--- config.mk ---
export PLATFORM = sky130hd
export DESIGN_NAME = nrf_line_sequencer
export DESIGN_NICKNAME = d
export VERILOG_FILES = /design/src/rtl/nrf_line_sequencer.sv
export SDC_FILE = /design/constraint.sdc
export NUM_CORES = 1
export LEC_CHECK = 0
export CAP_MARGIN = 20
export CORE_ASPECT_RATIO = 1.5
export CORE_MARGIN = 3
export CORE_UTILIZATION = 56
export CTS_CLUSTER_SIZE = 40
export DETAILED_ROUTE_END_ITERATION = 10
export PLACE_DENSITY = 0.82
export SLEW_MARGIN = 20
export SYNTH_ARGS = -nofsm -noshare
export SYNTH_HDL_FRONTEND = slang
export SYNTH_SLANG_ARGS = --single-unit
--- constraint.sdc ---
create_clock -name clk -period 2.52 [get_ports clk]
set_clock_uncertainty 0.05 [all_clocks]
set_input_delay 0.378 -clock clk [delete_from_list [all_inputs] [get_ports clk]]
set_output_delay 0.378 -clock clk [all_outputs]
set_load 0.005 [all_outputs]
--- src/rtl/nrf_line_sequencer.sv ---
// Line/frame sequencer around the binary noise-rejection filter: frames edge pixels into lines,
// pads each line with four zero pushes and realigns filter results with their line/frame tags.
// Optional removed-pixel statistics are built when NRF_SEQ_STATS_EN is defined.
`timescale 1ns/1ps
module nrf_line_sequencer #(
  parameter int IMG_WIDTH  = 640,
  parameter int IMG_HEIGHT = 480
) (
  input  logic       clk,
  input  logic       rst,
  input  logic       s_valid,
  output logic       s_ready,
  input  logic       s_pixel,
  input  logic       s_sof,
  output logic       filt_pixel_valid,
  output logic       filt_pixel_in,
  input  logic       filt_pixel_out,
  output logic       m_valid,
  output logic       m_pixel,
  output logic       m_sol,
  output logic       m_eol,
  output logic       m_sof,
  output logic       m_eof,
  output logic       sof_err,
  output logic       busy,
`ifdef NRF_SEQ_STATS_EN
  output logic [$clog2(IMG_WIDTH*IMG_HEIGHT+1)-1:0] stat_removed,
  output logic       stat_valid,
`endif
  output logic [1:0] state_dbg
);

  typedef enum logic [1:0] {IDLE = 2'd0, LINE = 2'd1, FLUSH = 2'd2, ABORT = 2'd3} state_t;

  // Tag describing the pixel whose filter result a given push produces (pixel k-2 for push k).
  typedef struct packed {
    logic fwd;
    logic sol;
    logic eol;
    logic sof;
    logic eof;
    logic raw;
  } tag_t;

  localparam int KW = $clog2(IMG_WIDTH + 4);
  localparam int RW = (IMG_HEIGHT > 1) ? $clog2(IMG_HEIGHT) : 1;
  localparam logic [KW-1:0] K_FIRST_OUT = KW'(2);
  localparam logic [KW-1:0] K_LAST_PIX  = KW'(IMG_WIDTH - 1);
  localparam logic [KW-1:0] K_LAST_OUT  = KW'(IMG_WIDTH + 1);
  localparam logic [KW-1:0] K_END       = KW'(IMG_WIDTH + 3);
  localparam logic [KW-1:0] K_ABORT_END = KW'(3);
  localparam logic [RW-1:0] ROW_LAST    = RW'(IMG_HEIGHT - 1);

  state_t        state;
  logic [KW-1:0] k;
  logic [RW-1:0] row;
  logic [1:0]    hist;
  tag_t          ptag;
  tag_t          rtag;

  logic accept;
  logic frame_start;
  logic abort_now;
  logic out_fwd;
  logic push_en;
  logic push_val;
  tag_t push_tag;

  // Handshake: a pixel transfers on any rising edge where s_valid && s_ready; s_ready is a
  // pure decode of the state register, so it never depends on s_valid in the same cycle.
  assign s_ready     = (state == IDLE) || (state == LINE);
  assign accept      = s_valid && s_ready;
  assign frame_start = accept && s_sof && (state == IDLE);
  assign abort_now   = accept && s_sof && (state == LINE);
  assign out_fwd     = rtag.fwd && !abort_now;
  assign state_dbg   = state;

  function automatic tag_t make_tag(input logic [KW-1:0] kk, input logic [RW-1:0] rr,
                                    input logic raw);
    tag_t t;
    t.fwd = (kk >= K_FIRST_OUT) && (kk <= K_LAST_OUT);
    t.sol = (kk == K_FIRST_OUT);
    t.eol = (kk == K_LAST_OUT);
    t.sof = t.sol && (rr == '0);
    t.eof = t.eol && (rr == ROW_LAST);
    t.raw = raw;
    return t;
  endfunction

  always_comb begin
    push_en  = 1'b0;
    push_val = 1'b0;
    push_tag = '0;
    case (state)
      IDLE: begin
        if (frame_start) begin
          push_en  = 1'b1;
          push_val = s_pixel;
          push_tag = make_tag('0, '0, hist[1]);
        end
      end
      LINE: begin
        if (accept && !s_sof) begin
          push_en  = 1'b1;
          push_val = s_pixel;
          push_tag = make_tag(k, row, hist[1]);
        end
      end
      FLUSH: begin
        push_en  = 1'b1;
        push_tag = make_tag(k, row, hist[1]);
      end
      default: begin
        push_en = 1'b1;
      end
    endcase
  end

  always_ff @(posedge clk) begin
    if (rst) begin
      state            <= IDLE;
      k                <= '0;
      row              <= '0;
      hist             <= '0;
      ptag             <= '0;
      rtag             <= '0;
      filt_pixel_valid <= 1'b0;
      filt_pixel_in    <= 1'b0;
      m_valid          <= 1'b0;
      m_pixel          <= 1'b0;
      m_sol            <= 1'b0;
      m_eol            <= 1'b0;
      m_sof            <= 1'b0;
      m_eof            <= 1'b0;
      sof_err          <= 1'b0;
      busy             <= 1'b0;
    end else begin
      filt_pixel_valid <= push_en;
      filt_pixel_in    <= push_val;
      ptag             <= push_tag;
      if (push_en) hist <= {hist[0], push_val};
      // The filter consumes the registered push on this edge; its result is valid next cycle.
      rtag    <= abort_now ? '0 : ptag;
      m_valid <= out_fwd;
      m_pixel <= out_fwd & filt_pixel_out;
      m_sol   <= out_fwd & rtag.sol;
      m_eol   <= out_fwd & rtag.eol;
      m_sof   <= out_fwd & rtag.sof;
      m_eof   <= out_fwd & rtag.eof;
      sof_err <= abort_now;
      if (m_valid && m_eof) busy <= 1'b0;

      case (state)
        IDLE: begin
          if (frame_start) begin
            state <= LINE;
            k     <= KW'(1);
            row   <= '0;
            busy  <= 1'b1;
          end
        end
        LINE: begin
          if (abort_now) begin
            state <= ABORT;
            k     <= '0;
            row   <= '0;
          end else if (accept) begin
            k <= k + KW'(1);
            if (k == K_LAST_PIX) state <= FLUSH;
          end
        end
        FLUSH: begin
          if (k == K_END) begin
            k <= '0;
            if (row == ROW_LAST) begin
              state <= IDLE;
              row   <= '0;
            end else begin
              state <= LINE;
              row   <= row + RW'(1);
            end
          end else begin
            k <= k + KW'(1);
          end
        end
        default: begin
          if (k == K_ABORT_END) begin
            k     <= '0;
            state <= IDLE;
            busy  <= 1'b0;
          end else begin
            k <= k + KW'(1);
          end
        end
      endcase
    end
  end

`ifdef NRF_SEQ_STATS_EN
  localparam int STAT_W = $clog2(IMG_WIDTH*IMG_HEIGHT+1);
  logic [STAT_W-1:0] removed_cnt;
  logic [STAT_W-1:0] removed_nxt;

  // A pixel counts as removed when it was pushed as 1 but the filter forwarded 0.
  assign removed_nxt = removed_cnt + STAT_W'(out_fwd && rtag.raw && !filt_pixel_out);

  always_ff @(posedge clk) begin
    if (rst) begin
      removed_cnt  <= '0;
      stat_removed <= '0;
      stat_valid   <= 1'b0;
    end else begin
      stat_valid <= 1'b0;
      if (frame_start) removed_cnt <= '0;
      else             removed_cnt <= removed_nxt;
      if (out_fwd && rtag.eof) begin
        stat_removed <= removed_nxt;
        stat_valid   <= 1'b1;
      end
    end
  end
`else
  logic stats_unused;
  assign stats_unused = rtag.raw;
`endif

endmodule

==> results of run 1 <==
[flip-flops by register name, summed over array words and instances (netlist names), 2 cells and up]
signal and cells:
k 10, row 9, ptag 5, rtag 5, state_dbg 2
[cell usage after synthesis (3+ instances only)]
cell type,instances
sky130_fd_sc_hd__a31oi_1,7
sky130_fd_sc_hd__and3_1,9
sky130_fd_sc_hd__ha_1,11
sky130_fd_sc_hd__clkbuf_1,9
sky130_fd_sc_hd__dfxtp_1,41
sky130_fd_sc_hd__nor3_1,6
sky130_fd_sc_hd__o211ai_1,3
sky130_fd_sc_hd__nor4_1,3
sky130_fd_sc_hd__a21oi_1,20
sky130_fd_sc_hd__nand3_1,11
sky130_fd_sc_hd__o31ai_1,3
sky130_fd_sc_hd__and2_1,8
sky130_fd_sc_hd__nor2b_1,3
sky130_fd_sc_hd__or4_1,9
sky130_fd_sc_hd__inv_1,10
sky130_fd_sc_hd__nor2_1,9
sky130_fd_sc_hd__nand4_1,4
sky130_fd_sc_hd__or2_2,3
sky130_fd_sc_hd__o21ai_0,13
sky130_fd_sc_hd__nand2_1,22
[report_power, final]
group / switching (mW) / total [mW] / internal, mW
clock network: 0.229 / 0.622 / 0.393
registers: 0.0302 / 0.714 / 0.684
logic: 0.443 / 0.760 / 0.317
[cell type report]
| cell class | instances | share of cell area, % |
|---|---|---|
| multi-input combinational | 177 | 46.6 |
| timing repair buffer | 31 | 11.2 |
| tap | 42 | 2.12 |
| clock buffer | 5 | 2.78 |
| clock inverter | 3 | 2.62 |
| sequential | 41 | 33.1 |
| inverter | 10 | 1.51 |
[cell families after synthesis]
kind of cell	count (synthesis)	share of synthesized area [%]
multiplexers	1	0.544
AO/OA/AOI/OAI	64	20.1
adder cells (fa/ha/maj)	11	6.65
AND/OR/NAND/NOR	101	28.6
buffers and inverters	22	4.42
flip-flops	41	39.7
[worst min path at each step]
stage | cells past startpoint | slack (ns) | end | startpoint
finish | 1 | 0.38 | rtag[1] | ptag[1]
global route | 1 | 0.39 | rtag[1] | ptag[1]
CTS | 1 | 0.38 | rtag[1] | ptag[1]
detailed placement | 1 | 0.36 | rtag[5] | ptag[5]
global placement | 1 | 0.36 | rtag[4] | ptag[4]
floorplan | 1 | 0.36 | rtag[1] | ptag[1]
[layout by cell type (no fill, tap or decap), types with 3 or more instances in the layout]
cell type and instances:
sky130_fd_sc_hd__o21ai_0 13, sky130_fd_sc_hd__o211ai_1 3, sky130_fd_sc_hd__inv_1 10, sky130_fd_sc_hd__nand2_1 22, sky130_fd_sc_hd__and2_1 8, sky130_fd_sc_hd__nor2_1 9, sky130_fd_sc_hd__nor2b_1 3, sky130_fd_sc_hd__a21oi_1 20
sky130_fd_sc_hd__nand4_1 4, sky130_fd_sc_hd__clkbuf_8 5, sky130_fd_sc_hd__clkdlybuf4s50_1 18, sky130_fd_sc_hd__a31oi_1 7, sky130_fd_sc_hd__and3_1 9, sky130_fd_sc_hd__or2_2 3, sky130_fd_sc_hd__nor4_1 3, sky130_fd_sc_hd__nor3_1 6
sky130_fd_sc_hd__or4_1 9, sky130_fd_sc_hd__ha_1 11, sky130_fd_sc_hd__buf_4 13, sky130_fd_sc_hd__nand3_1 11, sky130_fd_sc_hd__dfxtp_1 41, sky130_fd_sc_hd__o31ai_1 3
[routing by layer]
metal / GRT usage, % / wire length (um) / vias up
met5: 0 / 0 / -
met4: 12.7 / 159 / 0
met3: 5.63 / 234 / 25
met2: 41.4 / 2460 / 62
met1: 26.7 / 1970 / 848
li1: - / - / 934
[critical path, stage by stage, from the launching register on]
cell and delay (ns):
sky130_fd_sc_hd__dfxtp_1 0.41, sky130_fd_sc_hd__inv_1 0.11, sky130_fd_sc_hd__ha_1 0.23, sky130_fd_sc_hd__or2_2 0.33, sky130_fd_sc_hd__a211o_1 0.41, sky130_fd_sc_hd__or4_1 0.56, sky130_fd_sc_hd__a21oi_1 0.15
[metrics by stage]
stage	utilization (%)	std cells	setup WS (ns)	power, mW
3_5_place_dp	67.4	301	0.191	1.47
6_report	71.2	309	0.202	2.10
4_1_cts	71.2	309	0.210	2.10
3_3_place_gp	67.4	301	0.229	1.45
2_1_floorplan	-	240	0.134	1.21
5_1_grt	71.2	309	0.0659	2.23
==> impl_metrics.xml, run 1 <==
<?xml version="1.0" encoding="UTF-8"?>
<metrics>
  <group name="synth">
    <metric name="syn-cell-area" unit="um2">2070</metric>
    <metric name="ys_warn_count" unit="">0</metric>
    <metric name="postSynthCellCount" unit="">240</metric>
    <metric name="number_of_register_bits_inferred_by_synthesis" unit="">41</metric>
    <metric name="syn-mean-instance-area" unit="um2">8.62</metric>
    <metric name="yosysUniqueCellTypes" unit="">46</metric>
    <metric name="seq_area_frac_synth" unit="%">39.7</metric>
    <metric name="synth_top_flop_cell" unit="">sky130_fd_sc_hd__dfxtp_1</metric>
    <metric name="mappedNetlistNets" unit="">257</metric>
    <metric name="synth_area_leader_cell" unit="">sky130_fd_sc_hd__dfxtp_1</metric>
    <metric name="post_synth_main_area_contributors" unit="">sky130_fd_sc_hd__dfxtp_1, sky130_fd_sc_hd__ha_1, sky130_fd_sc_hd__a21oi_1</metric>
    <metric name="synth_top_area_share" unit="%">39.7</metric>
    <metric name="synth_edf_count" unit="">0</metric>
    <metric name="synth_async_sr_flop_share" unit="%">0</metric>
  </group>
  <group name="floorplan">
    <metric name="initial_core_util" unit="%">59.4</metric>
    <metric name="fp.coreArea" unit="um2">3480</metric>
    <metric name="die_h" unit="um">80.4</metric>
    <metric name="die_w" unit="um">55.6</metric>
    <metric name="num_rows" unit="">26</metric>
    <metric name="full_die_area" unit="um2">4470</metric>
    <metric name="io_pins" unit="">19</metric>
  </group>
  <group name="layout">
    <metric name="n_antenna_cell" unit="">0</metric>
    <metric name="total_area_of_multi_input_combinational_cells" unit="um2">1160</metric>
    <metric name="layout.filler_cells" unit="">270</metric>
    <metric name="register_area" unit="um2">821</metric>
    <metric name="fin_nets" unit="">283</metric>
    <metric name="drive_gt1_share" unit="%">10.1</metric>
    <metric name="final_design_area_excluding_fillers" unit="um2">2480</metric>
    <metric name="area.growth.synth_to_final" unit="%">19.8</metric>
  </group>
  <group name="cts">
    <metric name="cts-resized-gates" unit="">0</metric>
    <metric name="clkLatencyLatePin" unit="ns">0.30</metric>
    <metric name="cts.clk_slew.worst_paths" unit="ns">0.07</metric>
    <metric name="holdBufCountCts" unit="">0</metric>
    <metric name="post-cts-setup-buffers" unit="">0</metric>
    <metric name="clock_tree.buffer_depth" unit="">2</metric>
    <metric name="cts.sinks" unit="">41</metric>
    <metric name="tritoncts_clock_tree" unit="">yes</metric>
    <metric name="cts_max_level" unit="">2</metric>
    <metric name="numCtsBuffers" unit="">5</metric>
    <metric name="ctsRootBufferMaster" unit="">sky130_fd_sc_hd__clkbuf_8</metric>
  </group>
  <group name="route">
    <metric name="drtIter0Drc" unit="">92</metric>
    <metric name="post_drt_wl_per_cell" unit="um">15.6</metric>
    <metric name="drt_drc_violations_left" unit="">0</metric>
    <metric name="routed_wl" unit="um">4830</metric>
    <metric name="antenna_violating_nets_post_route" unit="">0</metric>
    <metric name="routed-via-count" unit="">1869</metric>
    <metric name="post_drt_via_cell_ratio" unit="">6.05</metric>
    <metric name="drt_first_pass_iters" unit="">6</metric>
  </group>
  <group name="sta">
    <metric name="grt_setup_unrepaired" unit="">no</metric>
    <metric name="max_slew_margin" unit="%">48.2</metric>
    <metric name="maxSlewViolCount" unit="">0</metric>
    <metric name="final-hold-violation-count" unit="">0</metric>
    <metric name="fin_crit_sh" unit="%">92.0</metric>
    <metric name="max_slew.worst_pin.slew" unit="ns">0.773</metric>
    <metric name="fin_crit" unit="ns">2.32</metric>
    <metric name="report.final.setup_viol" unit="">0</metric>
    <metric name="fin_worst_hold_slack" unit="ns">0.380</metric>
    <metric name="timing.fmax" unit="GHz">0.431</metric>
    <metric name="setup_tns" unit="ns">0</metric>
  </group>
  <group name="global_routing">
    <metric name="vias_in_the_first_global_route" unit="">1872</metric>
    <metric name="antenna_violations_before_repair" unit="">0</metric>
    <metric name="global_route.usage.total" unit="%">23.8</metric>
    <metric name="global_route_wire_length_before_repair" unit="um">8470</metric>
    <metric name="grt_overflow" unit="">0</metric>
    <metric name="grt_start_max_net_pins" unit="">22</metric>
  </group>
  <group name="critical_path">
    <metric name="worst_r2r_path_depth" unit="">6</metric>
    <metric name="critical_path_peak_fanout" unit="">13</metric>
    <metric name="required" unit="ns">2.70</metric>
    <metric name="setup.worst_path.start" unit="">state_dbg[0]</metric>
    <metric name="reg2reg_to" unit="">row[7]</metric>
    <metric name="start_kind" unit="">flop</metric>
    <metric name="rr_startpoint" unit="">state_dbg[0]</metric>
    <metric name="cp-end-kind" unit="">flop</metric>
    <metric name="worst_path_arrival" unit="ns">2.49</metric>
    <metric name="criticalPathCategory" unit="">flop to flop</metric>
    <metric name="crit_path_end" unit="">row[7]</metric>
    <metric name="timing.reg2reg.setup_slack" unit="ns">0.20</metric>
  </group>
  <group name="run">
    <metric name="timing.max_cap.violations" unit="">0</metric>
  </group>
  <group name="power_and_ir_drop">
    <metric name="vdd_ir_drop_max" unit="mV">0.533</metric>
    <metric name="p_leak" unit="nW">0.931</metric>
    <metric name="pwr_density_cell" unit="nW/um2">846</metric>
  </group>
  <group name="placed_design">
    <metric name="port_buffers" unit="">18</metric>
    <metric name="dpl-instance-area" unit="um2">2340</metric>
    <metric name="dpl.hpwl" unit="um">3420</metric>
    <metric name="globalplace.congestion" unit="">0.889</metric>
  </group>
  <group name="run_status">
    <metric name="outcome" unit="">finished clean</metric>
  </group>
  <group name="min_path">
    <metric name="min-delay-path-class" unit="">flop to flop</metric>
  </group>
</metrics>
No activity file was read; power rests on OpenSTA's default activity.
==> run 2, diff against run 1 <==
Settings changed: CORE_ASPECT_RATIO 1.5 to 2, PLACE_DENSITY 0.82 to 0.79.
==> run 2 against run 1 <==
Net effect:
- maximum frequency fell by 0.15%
- worst hold slack improved by 0.00081 ns
- via count rose by 0.48%
- critical path depth did not move
- core utilization rose by 0.57 points
- final cell count rose by 1.6%
- flip-flop and latch count did not move
- count of clock-buffer cells in the layout did not move
- routed wire length rose by 1.8%
- critical endpoint unchanged
- final area did not move
==> impl_metrics.xml, run 2 (same netlist as run 1, synthesis figures left out) <==
<?xml version="1.0" encoding="UTF-8"?>
<metrics>
  <group name="critical_path">
    <metric name="criticalPathCategory" unit="">flop to flop</metric>
    <metric name="worst_path_arrival" unit="ns">2.51</metric>
    <metric name="cp-end-kind" unit="">flop</metric>
    <metric name="critical_path_peak_fanout" unit="">13</metric>
    <metric name="worst_r2r_path_depth" unit="">6</metric>
    <metric name="required" unit="ns">2.71</metric>
    <metric name="start_kind" unit="">flop</metric>
  </group>
  <group name="global_routing">
    <metric name="global_route.usage.total" unit="%">23.6</metric>
    <metric name="grt_start_max_net_pins" unit="">29</metric>
    <metric name="antenna_violations_before_repair" unit="">0</metric>
    <metric name="vias_in_the_first_global_route" unit="">1838</metric>
    <metric name="global_route_wire_length_before_repair" unit="um">8190</metric>
    <metric name="grt_overflow" unit="">0</metric>
  </group>
  <group name="floorplan">
    <metric name="num_rows" unit="">30</metric>
    <metric name="die_w" unit="um">49.0</metric>
    <metric name="io_pins" unit="">19</metric>
    <metric name="die_h" unit="um">91.9</metric>
    <metric name="fp.coreArea" unit="um2">3450</metric>
    <metric name="full_die_area" unit="um2">4500</metric>
    <metric name="initial_core_util" unit="%">59.9</metric>
  </group>
  <group name="cts">
    <metric name="cts.sinks" unit="">41</metric>
    <metric name="tritoncts_clock_tree" unit="">yes</metric>
    <metric name="post-cts-setup-buffers" unit="">0</metric>
    <metric name="clkLatencyLatePin" unit="ns">0.30</metric>
    <metric name="cts_max_level" unit="">2</metric>
    <metric name="clock_tree.buffer_depth" unit="">2</metric>
    <metric name="numCtsBuffers" unit="">5</metric>
    <metric name="ctsRootBufferMaster" unit="">sky130_fd_sc_hd__clkbuf_8</metric>
    <metric name="cts.clk_slew.worst_paths" unit="ns">0.08</metric>
    <metric name="cts-resized-gates" unit="">0</metric>
    <metric name="holdBufCountCts" unit="">0</metric>
  </group>
  <group name="sta">
    <metric name="fin_crit_sh" unit="%">92.1</metric>
    <metric name="maxSlewViolCount" unit="">0</metric>
    <metric name="fin_crit" unit="ns">2.32</metric>
    <metric name="fin_worst_hold_slack" unit="ns">0.381</metric>
    <metric name="max_slew_margin" unit="%">55.1</metric>
    <metric name="timing.fmax" unit="GHz">0.431</metric>
    <metric name="report.final.setup_viol" unit="">0</metric>
    <metric name="max_slew.worst_pin.slew" unit="ns">0.668</metric>
    <metric name="setup_tns" unit="ns">0</metric>
    <metric name="grt_setup_unrepaired" unit="">no</metric>
    <metric name="final-hold-violation-count" unit="">0</metric>
  </group>
  <group name="power_and_ir_drop">
    <metric name="p_leak" unit="nW">0.926</metric>
    <metric name="pwr_density_cell" unit="nW/um2">851</metric>
    <metric name="vdd_ir_drop_max" unit="mV">0.618</metric>
  </group>
  <group name="layout">
    <metric name="register_area" unit="um2">821</metric>
    <metric name="layout_common_cells" unit="">sky130_fd_sc_hd__dfxtp_1, sky130_fd_sc_hd__nand2_1, sky130_fd_sc_hd__a21oi_1</metric>
    <metric name="area.growth.synth_to_final" unit="%">19.8</metric>
    <metric name="largest-register" unit="">k</metric>
    <metric name="largest_registers" unit="">k (10), row (9)</metric>
    <metric name="total_area_of_multi_input_combinational_cells" unit="um2">1160</metric>
    <metric name="drive_gt1_share" unit="%">9.77</metric>
    <metric name="n_antenna_cell" unit="">0</metric>
    <metric name="fin_nets" unit="">282</metric>
    <metric name="final_common_cell" unit="">sky130_fd_sc_hd__dfxtp_1</metric>
    <metric name="layout.filler_cells" unit="">303</metric>
    <metric name="largest_register_ffs" unit="">10</metric>
  </group>
  <group name="placed_design">
    <metric name="dpl.hpwl" unit="um">3530</metric>
    <metric name="port_buffers" unit="">18</metric>
    <metric name="globalplace.congestion" unit="">0.887</metric>
  </group>
  <group name="route">
    <metric name="drtIter0Drc" unit="">46</metric>
    <metric name="post_drt_via_cell_ratio" unit="">5.98</metric>
    <metric name="post_drt_wl_per_cell" unit="um">15.7</metric>
    <metric name="routed-via-count" unit="">1878</metric>
    <metric name="drt_drc_violations_left" unit="">0</metric>
    <metric name="antenna_violating_nets_post_route" unit="">0</metric>
    <metric name="routed_wl" unit="um">4920</metric>
    <metric name="drt_first_pass_iters" unit="">4</metric>
  </group>
  <group name="min_path">
    <metric name="worstHoldPathCells" unit="">1</metric>
    <metric name="min-delay-path-class" unit="">flop to flop</metric>
  </group>
  <group name="run_status">
    <metric name="outcome" unit="">finished clean</metric>
  </group>
  <group name="run">
    <metric name="timing.max_cap.violations" unit="">0</metric>
  </group>
</metrics>
-- run 2: changes by cell type in the layout (fill, tap and decap cells not counted) --
| cell | previous run | this run |
|---|---|---|
| sky130_fd_sc_hd__buf_4 | 13 | 12 |
-- run 2: critical path: stages, from the launching register on --
cell and delay [ns]:
sky130_fd_sc_hd__dfxtp_1 0.44, sky130_fd_sc_hd__inv_1 0.09, sky130_fd_sc_hd__ha_1 0.20, sky130_fd_sc_hd__or2_2 0.35, sky130_fd_sc_hd__a211o_1 0.43, sky130_fd_sc_hd__or4_1 0.56, sky130_fd_sc_hd__a21oi_1 0.14
-- run 2: path summary, 6_finish.rpt --
| check | startpoint | to | slack [ns] |
|---|---|---|---|
| max | state_dbg[1] | row[7] | 0.20 |
| min | ptag[2] | rtag[2] | 0.38 |
| max reg2reg | state_dbg[1] | row[7] | 0.20 |
| min reg2reg | ptag[2] | rtag[2] | 0.38 |
-- run 2: final cells by class --
type                    count  share of cell area [%]
clock inverters             3                    2.62
clock buffers               5                    2.78
flip-flops and latches     41                    33.1
inverters                  10                    1.51
multi-input cells         177                    46.6
repair buffers             30                    10.9
well taps                  48                    2.42
-- run 2: power by group --
part | switching [mW] | internal, mW | leakage [nW]
Combinational | 0.441 | 0.317 | 0.527
Sequential | 0.0368 | 0.684 | 0.331
Clock | 0.237 | 0.393 | 0.0681
Total | 0.715 | 1.39 | 0.926
-- run 2: routing by layer --
metal / vias to the layer above / global-route usage [%] / wire, um
met4: 0 / 13.5 / 171
met5: - / 0 / 0
met3: 16 / 4.72 / 154
met2: 41 / 45.5 / 2790
met1: 885 / 22.1 / 1800
li1: 936 / - / -
-- run 2: stage by stage --
| step | area (um2) | worst slack [ns] | utilization, % | power [mW] | cells |
|---|---|---|---|---|---|
| after floorplan | 2070 | 0.134 | - | 1.21 | 240 |
| after global placement | 2340 | 0.170 | 67.9 | 1.47 | 306 |
| after detailed placement | 2340 | 0.163 | 67.9 | 1.48 | 306 |
| after CTS | 2480 | 0.196 | 71.8 | 2.11 | 314 |
| after global routing | 2480 | 0.0537 | 71.8 | 2.22 | 314 |
| final | 2480 | 0.199 | 71.8 | 2.11 | 314 |
